<file path="src/rtl/wb_arbiter_pkg.sv">
// Shared constants for the write-back arbiter and its LSU result queue.
// Imported by every wb_* file.
package wb_arbiter_pkg;
  localparam int XLEN       = 32;
  localparam int REG_ADDR_W = 5;
  localparam int LSU_DEPTH  = 2;

  localparam logic [REG_ADDR_W-1:0] REG_X0 = '0;

  function automatic logic rd_live_hit(
    input logic                  live,
    input logic [REG_ADDR_W-1:0] rd,
    input logic [REG_ADDR_W-1:0] chk
  );
    return live && (chk != REG_X0) && (rd == chk);
  endfunction
endpackage

</file>
<file path="src/rtl/wb_lsu_fifo.sv">
// LSU result queue: {live, rd, wd} entries drained in order,
// with per-entry squash by younger ALU writes and pending-rd lookup.
module wb_lsu_fifo
  import wb_arbiter_pkg::*;
#(
  parameter int W     = XLEN,
  parameter int RW    = REG_ADDR_W,
  parameter int DEPTH = LSU_DEPTH
) (
  input  logic          clk,
  input  logic          rst_n,
  input  logic          i_push,
  input  logic [RW-1:0] i_push_rd,
  input  logic [W-1:0]  i_push_wd,
  input  logic          i_pop,
  input  logic          i_sq_en,
  input  logic [RW-1:0] i_sq_rd,
  input  logic [RW-1:0] i_chk_rs1,
  input  logic [RW-1:0] i_chk_rs2,
  output logic          o_full,
  output logic          o_empty,
  output logic          o_head_live,
  output logic [RW-1:0] o_head_rd,
  output logic [W-1:0]  o_head_wd,
  output logic          o_pend_hit
);
  localparam int PW = (DEPTH > 1) ? $clog2(DEPTH) : 1;
  localparam int CW = $clog2(DEPTH + 1);

  logic          r_live [DEPTH];
  logic [RW-1:0] r_rd   [DEPTH];
  logic [W-1:0]  r_wd   [DEPTH];
  logic [PW-1:0] r_head;
  logic [PW-1:0] r_tail;
  logic [CW-1:0] r_count;
  logic          w_hit;

  assign o_full      = (r_count == CW'(DEPTH));
  assign o_empty     = (r_count == '0);
  assign o_head_live = r_live[r_head];
  assign o_head_rd   = r_rd[r_head];
  assign o_head_wd   = r_wd[r_head];
  assign o_pend_hit  = w_hit;

  always_ff @(posedge clk or negedge rst_n) begin
    if (!rst_n) begin
      r_head  <= '0;
      r_tail  <= '0;
      r_count <= '0;
    end else begin
      if (i_push) r_tail <= r_tail + PW'(1);
      if (i_pop)  r_head <= r_head + PW'(1);
      if (i_push && !i_pop)      r_count <= r_count + CW'(1);
      else if (!i_push && i_pop) r_count <= r_count - CW'(1);
    end
  end

  // Free slots are kept dead, so live alone qualifies squash and lookup.
  always_ff @(posedge clk or negedge rst_n) begin
    if (!rst_n) begin
      for (int i = 0; i < DEPTH; i++) r_live[i] <= 1'b0;
    end else begin
      for (int i = 0; i < DEPTH; i++) begin
        if (i_push && r_tail == PW'(i))
          r_live[i] <= 1'b1;
        else if (i_pop && r_head == PW'(i))
          r_live[i] <= 1'b0;
        else if (i_sq_en && r_rd[i] == i_sq_rd)
          r_live[i] <= 1'b0;
      end
    end
  end

  always_ff @(posedge clk) begin
    for (int i = 0; i < DEPTH; i++) begin
      if (i_push && r_tail == PW'(i)) begin
        r_rd[i] <= i_push_rd;
        r_wd[i] <= i_push_wd;
      end
    end
  end

  always_comb begin
    w_hit = 1'b0;
    for (int i = 0; i < DEPTH; i++) begin
      if (rd_live_hit(r_live[i], r_rd[i], i_chk_rs1) ||
          rd_live_hit(r_live[i], r_rd[i], i_chk_rs2))
        w_hit = 1'b1;
    end
  end
endmodule

</file>
<file path="src/rtl/wb_arbiter.sv">
// Write-back arbiter: ALU results win the reg_file port,
// queued LSU results fill the free slots in order.
module wb_arbiter
  import wb_arbiter_pkg::*;
#(
  parameter int XLEN_P     = XLEN,
  parameter int REG_ADDR_P = REG_ADDR_W,
  parameter int LSU_DEPTH_P = LSU_DEPTH
) (
  input  logic                  clk,
  input  logic                  rst_n,
  input  logic                  alu_valid,
  input  logic [REG_ADDR_P-1:0] alu_rd,
  input  logic [XLEN_P-1:0]     alu_wd,
  input  logic                  lsu_valid,
  output logic                  lsu_ready,
  input  logic [REG_ADDR_P-1:0] lsu_rd,
  input  logic [XLEN_P-1:0]     lsu_wd,
  input  logic [REG_ADDR_P-1:0] chk_rs1,
  input  logic [REG_ADDR_P-1:0] chk_rs2,
  output logic                  pend_hit,
  output logic                  reg_write,
  output logic [REG_ADDR_P-1:0] rd,
  output logic [XLEN_P-1:0]     wd
);
  logic                  w_alu_req;
  logic                  w_push;
  logic                  w_pop;
  logic                  w_full;
  logic                  w_empty;
  logic                  w_head_live;
  logic [REG_ADDR_P-1:0] w_head_rd;
  logic [XLEN_P-1:0]     w_head_wd;
  logic                  r_reg_write;
  logic [REG_ADDR_P-1:0] r_rd;
  logic [XLEN_P-1:0]     r_wd;

  assign w_alu_req = alu_valid && (alu_rd != '0);
  assign lsu_ready = !w_full;
  assign w_push    = lsu_valid && lsu_ready && (lsu_rd != '0);
  assign w_pop     = !w_alu_req && !w_empty;

  wb_lsu_fifo #(
    .W     (XLEN_P),
    .RW    (REG_ADDR_P),
    .DEPTH (LSU_DEPTH_P)
  ) u_fifo (
    .clk         (clk),
    .rst_n       (rst_n),
    .i_push      (w_push),
    .i_push_rd   (lsu_rd),
    .i_push_wd   (lsu_wd),
    .i_pop       (w_pop),
    .i_sq_en     (w_alu_req),
    .i_sq_rd     (alu_rd),
    .i_chk_rs1   (chk_rs1),
    .i_chk_rs2   (chk_rs2),
    .o_full      (w_full),
    .o_empty     (w_empty),
    .o_head_live (w_head_live),
    .o_head_rd   (w_head_rd),
    .o_head_wd   (w_head_wd),
    .o_pend_hit  (pend_hit)
  );

  // A dead head still pops, leaving a bubble with rd/wd held.
  always_ff @(posedge clk or negedge rst_n) begin
    if (!rst_n) begin
      r_reg_write <= 1'b0;
      r_rd        <= '0;
      r_wd        <= '0;
    end else if (w_alu_req) begin
      r_reg_write <= 1'b1;
      r_rd        <= alu_rd;
      r_wd        <= alu_wd;
    end else if (w_pop && w_head_live) begin
      r_reg_write <= 1'b1;
      r_rd        <= w_head_rd;
      r_wd        <= w_head_wd;
    end else begin
      r_reg_write <= 1'b0;
    end
  end

  assign reg_write = r_reg_write;
  assign rd        = r_rd;
  assign wd        = r_wd;
endmodule

</file>
<file path="config.mk">
export PLATFORM = sky130hd
export DESIGN_NAME = wb_arbiter
export DESIGN_NICKNAME = d
export VERILOG_FILES = /design/src/rtl/wb_arbiter_pkg.sv /design/src/rtl/wb_lsu_fifo.sv /design/src/rtl/wb_arbiter.sv
export SDC_FILE = /design/constraint.sdc
export NUM_CORES = 1
export LEC_CHECK = 0
export ABC_AREA = 1
export BUFFER_PORTS_ARGS = -buffer_cell sky130_fd_sc_hd__buf_4
export CELL_PAD_IN_SITES_DETAIL_PLACEMENT = 0
export CELL_PAD_IN_SITES_GLOBAL_PLACEMENT = 2
export CORE_AREA = 2 2 124 126
export DETAILED_ROUTE_END_ITERATION = 10
export DIE_AREA = 0 0 126 128
export PLACE_DENSITY = 0.82
export RECOVER_POWER = 25
export SETUP_SLACK_MARGIN = 0.02
export SKIP_CTS_REPAIR_TIMING = 1
export SKIP_LAST_GASP = 1
export SYNTH_ARGS = -nofsm -noshare
export SYNTH_HDL_FRONTEND = slang
export SYNTH_SLANG_ARGS = --single-unit
</file>
<file path="constraint.sdc">
create_clock -name clk -period 3.6 [get_ports clk]
set_input_delay 0.54 -clock clk [delete_from_list [all_inputs] [get_ports clk]]
set_output_delay 0.54 -clock clk [all_outputs]
set_load 0.05 [all_outputs]
</file>
Word level (Yosys, flattened, before mapping) --
Memories as Yosys holds them, arrays and structs flattened. Index checks and enable logic that the tools add are counted.
Storage, ports and cells: input bits 88, flip-flop bits (word level) 44, memories kept 2, memory bits (writable) 74
Memory list:
- u_fifo.r_wd | depth 2, bits a word 32, rd ports 1, clocked after Yosys merged registers in 0, write ports 1, RTL line wb_lsu_fifo.sv:32 | logic [W-1:0] r_wd [DEPTH];
- u_fifo.r_rd | depth 2, bits a word 5, rd ports 3, clocked after Yosys merged registers in 0, write ports 1, RTL line wb_lsu_fifo.sv:31 | logic [RW-1:0] r_rd [DEPTH];
Operators by class: bitwise logic cells 3, add/subtract/negate cells 4, equality and inequality tests 7, magnitude comparators 1, mux-type cells 29, reduce and logical (&&, ||, !) cells 39
Operators with widths (count):
- 32-bit 2-to-1 mux | 3
- 32-bit OR reduction | 1
- 5-bit == test | 6
- 1-bit logical AND | 21
- 1-bit 2-to-1 mux | 21
- 5-bit nonzero test | 4
- 5-bit 2-to-1 mux | 3
- 3-bit nonzero test | 2
- 1-bit zero test | 5
- 5-bit OR reduction | 1
- 2-bit 2-to-1 mux | 2
- 2-bit nonzero test | 2
- 1-bit adder (second input constant) | 2
- 2-bit by 1-bit adder with 2-bit output (second input constant) | 1
- 2-bit == test (second input constant) | 1
- 2-bit >= comparator (second input constant) | 1
- 2-bit zero test | 1
- 1-bit logical OR | 2
- 1-bit inverter | 2
- 1-bit inverter with 2-bit output | 1
- 2-bit by 1-bit subtractor with 2-bit output (second input constant) | 1

Logic depth before layout (Yosys ltp) --
depth in word-level cells 9, gate-level depth with buffers 10

Hierarchy --
Synthesis repeated with hierarchy kept, for this count alone.
Unflattened totals: cell total of the unflattened synthesis 707, area total of the unflattened synthesis 5899.4 µm²
Modules (own cells, without submodules):
- wb_lsu_fifo | cells each 370, sequential area each 2372.3 µm², instances 1, area an instance 3522.1 µm²
- wb_arbiter | cells each 337, sequential area each 950.9 µm², instances 1, area an instance 2377.3 µm²

Worst setup path before layout --
No wires, ideal clock.
path type input-to-reg, start point input lsu_valid, end point memory u_fifo.r_rd[0][0] in the netlist's numbering (enable), setup slack 1.545 ns, cell stages on the path 5, library setup time 0.392 ns, required time 3.208 ns, arrival time 1.663 ns, cells stage by stage a21boi_0 nand2_1 inv_1 nand2_1 inv_1
On the way: word-level cells in the longest chain between the ends 7
RTL lines:
- from (decl) | RTL line wb_arbiter.sv:15 | input logic lsu_valid,
- 1-bit logical AND (*) (2 in series) | RTL line wb_arbiter.sv:40 | assign w_push = lsu_valid && lsu_ready && (lsu_rd != '0);
- named net u_fifo.i_push | RTL line wb_lsu_fifo.sv:12 | input logic i_push,
- 1-bit logical AND | RTL line wb_lsu_fifo.sv:76 | if (i_push && r_tail == PW'(i)) begin
- 1-bit 2-to-1 mux | RTL line wb_lsu_fifo.sv:76
- 1-bit 2-to-1 mux (implied by the code) | RTL line wb_lsu_fifo.sv:77 | r_rd[i] <= i_push_rd;
- 5-bit OR reduction (no source line)
- 1-bit 2-to-1 mux (no source line)
- to (decl) | RTL line wb_lsu_fifo.sv:31
The timed path passes the listed nets; every way through them passes the cells marked *.

==> reports/qor.csv <==
stage,metric,value,unit
yosys,"FFs w/ async S/R, synth",37.3,%
final_layout,Synth-to-Final Area Change,30.9,%
min_path,class of the worst hold path,in2async,
routing,WL/cell,16.8,um
place,Buffers on Ports,127,
yosys,synth top area cells,"edfxtp_1 43%, dfrtp_1 21%, nand2_1 9.9%",
floorplan,Site Rows,45,
yosys,top cell type's share of synthesized area,42.7,%
routing,final wirelength,13400,um
yosys,Ys Warns,0,
global_route,initial antenna violation count,0,
yosys,number of unique standard cell types used by synthesis,25,
routing,DRT antenna net count,0,
power_and_ir_drop,Leak,2.91,nW
critical_path,critical path capture point type,output port,
global_route,vias in the first global route,4054,
routing,drt pass-1 iters,4,
yosys,area of the mapped netlist,5210,sq um
timing,Finish-stage setup viols,0,
critical_path,Crit path arrival time,1710,ps
yosys,Main synth FF type,edfxtp_1,
timing,worst slew pin tran,717,ps
timing,Tcrit/Tclk final,62.6,%
timing,worst setup margin,1350,ps
final_layout,"Design Area, Final",6820,sq um
place,RePlAce Congestion,0.768,
clocking,CTS max path bufs,2,
timing,clock period minus worst slack,2250,ps
critical_path,Setup CP Type,reg2out,
global_route,gr ovfl total,0,
final_layout,FF/Latch Area,3320,sq um
status,outcome,"complete, no violations",
clocking,clk slew on worst S/H paths,50,ps
timing,RSZ-0062 raised after global routing,no,
yosys,mean area per synthesized cell,11.0,sq um
yosys,net count after synthesis,561,
power_and_ir_drop,Power per Cell Area,908,nW/um^2
floorplan,core area,14900,sq um
place,"Cell Area, Placed",6280,sq um
clocking,H-tree depth,4,
yosys,"count leader, synth",nand2_1,
routing,DRC,0,
routing,drt via density,4.87,
timing,fmax,444,MHz
timing,Worst Clk Skew,7.83,ps
clocking,root buf cell,clkbuf_16,
yosys,post-synthesis register bit count,118,
flow_run,max_cap viols,0,
floorplan,I/O pin total,128,
global_route,first-pass GRT wire length,21200,um
yosys,Synth Instances,472,
final_layout,layout cells sized above 1,30.7,%
floorplan,die width,126,um
final_layout,post-layout util,45.9,%
timing,Max Slew Vio Count,0,
timing,Final Hold Fails,0,
critical_path,CP Launch Type,flip-flop,
clocking,Clock Latency Late Sink,410,ps
final_layout,Multi-input gate area,1640,sq um
global_route,pin count of the biggest net entering global routing,45,
yosys,post-synth top area cell,edfxtp_1,
critical_path,Worst Path Required,3060,ps
floorplan,Die ar.,16100,sq um
clocking,Num CTS Buffers,17,
final_layout,Final nets,688,
routing,DRT iter0 DRCs,208,
timing,hold slack,141,ps
floorplan,Starting Density,35.0,%
timing,Slew headroom,52.1,%
clocking,CTS tree,yes,
power_and_ir_drop,peak supply drop,0.369,mV
yosys,"EDFF count, synth",74,
timing,post-route setup TNS,0,ps
critical_path,CP max FO,4,
final_layout,Fillers,1421,
place,dpl hpwl,9030,um
global_route,GRT Total Usage,17.2,%
yosys,post-synthesis sequential area ratio,63.8,%
routing,vias,3894,
floorplan,Die H,128,um
yosys,synth cell count leaders,"137 x nand2_1, 74 x edfxtp_1, 45 x nand3_1",
final_layout,n_diodes,0,
place,"worst slack, placed",1250,ps
clocking,Clock Sinks,118,
[kinds of logic after synthesis]
logic type / after synthesis / synth area share [%]
AO/OA/AOI/OAI: 40 / 6.56
XOR/XNOR: 23 / 3.87
adder cells (fa/ha/maj): 1 / 0.240
buffers and inverters: 48 / 4.76
flip-flops: 118 / 63.8
AND/OR/NAND/NOR: 242 / 20.8
[sequential cells by signal (all words and copies together), names as in the netlist]
signal and count:
u_fifo.r_wd 64, wd 32, u_fifo.r_rd 10, rd 5
u_fifo.r_count 2, u_fifo.r_live 2, reg_write 1, u_fifo.r_head 1
u_fifo.r_tail 1
[power by group]
group | internal, W | total (W) | switching, W
clock network | 0.00110 | 0.00169 | 0.000589
registers | 0.00191 | 0.00217 | 0.000260
logic | 0.000684 | 0.00233 | 0.00164
total | 0.00370 | 0.00619 | 0.00249
[cell type report]
class / count / share of cell area (%)
flip-flops and latches: 118 / 48.8
well taps: 188 / 3.45
clock buffers: 19 / 6.50
inverters: 26 / 1.58
repair buffers: 130 / 13.4
clock inverters: 13 / 2.29
multi-input cells: 306 / 24.0
[final timing paths]
| kind | to | depth (start not counted) | start | slack (ps) |
|---|---|---|---|---|
| worst max register to register | u_fifo.r_wd[0][9] | 7 | u_fifo.r_count[0] | 1610 |
| min in group clk | u_fifo.r_rd[0][3] | 1 | lsu_rd[3] | 340 |
| worst min-delay path | wd[25] | 1 | rst_n | 140 |
| worst max-delay path | pend_hit | 7 | u_fifo.r_rd[1][1] | 1350 |
| max in group asynchronous | u_fifo.r_head | 1 | rst_n | 3000 |
| worst min register to register | u_fifo.r_count[0] | 1 | u_fifo.r_count[0] | 500 |
[critical path, cell delays in order, from the launching register on]
cell	delay, ps
edfxtp_1	480
xor2_1	200
nor2_1	160
nand3_1	100
nand2_1	70
nand2_1	40
nand2_1	70
buf_4	190
[through the flow]
stage,power [W],std cells
global route,0.00652,800
global placement,0.00452,768
CTS,0.00627,800
detailed placement,0.00456,768
finish,0.00619,800
floorplan,0.00379,472
[placed cells by master (no fill, tap or decap), types with 2 or more instances in the layout]
master / count
buf_4: 95
bufinv_16: 3
clkbuf_1: 18
clkbuf_16: 17
clkbuf_4: 18
clkinv_1: 2
clkinv_2: 4
clkinvlp_4: 5
dfrtp_1: 43
edfxtp_1: 74
inv_1: 20
inv_4: 2
nand2_1: 137
nand2_2: 2
nand2_4: 3
nand3_1: 45
nor2_1: 20
o2111ai_1: 37
or2_2: 33
xnor2_1: 11
xor2_1: 12
[layer usage]
| metal | vias up | global-route usage [%] | share of wire [%] |
|---|---|---|---|
| li1 | 1888 | - | - |
| met1 | 1884 | 21.1 | 43 |
| met2 | 101 | 29.0 | 50 |
| met3 | 21 | 4.51 | 5.5 |
| met4 | 0 | 6.66 | 2.0 |
| met5 | - | 0 | 0 |
No activity file was read; power rests on OpenSTA's default activity.
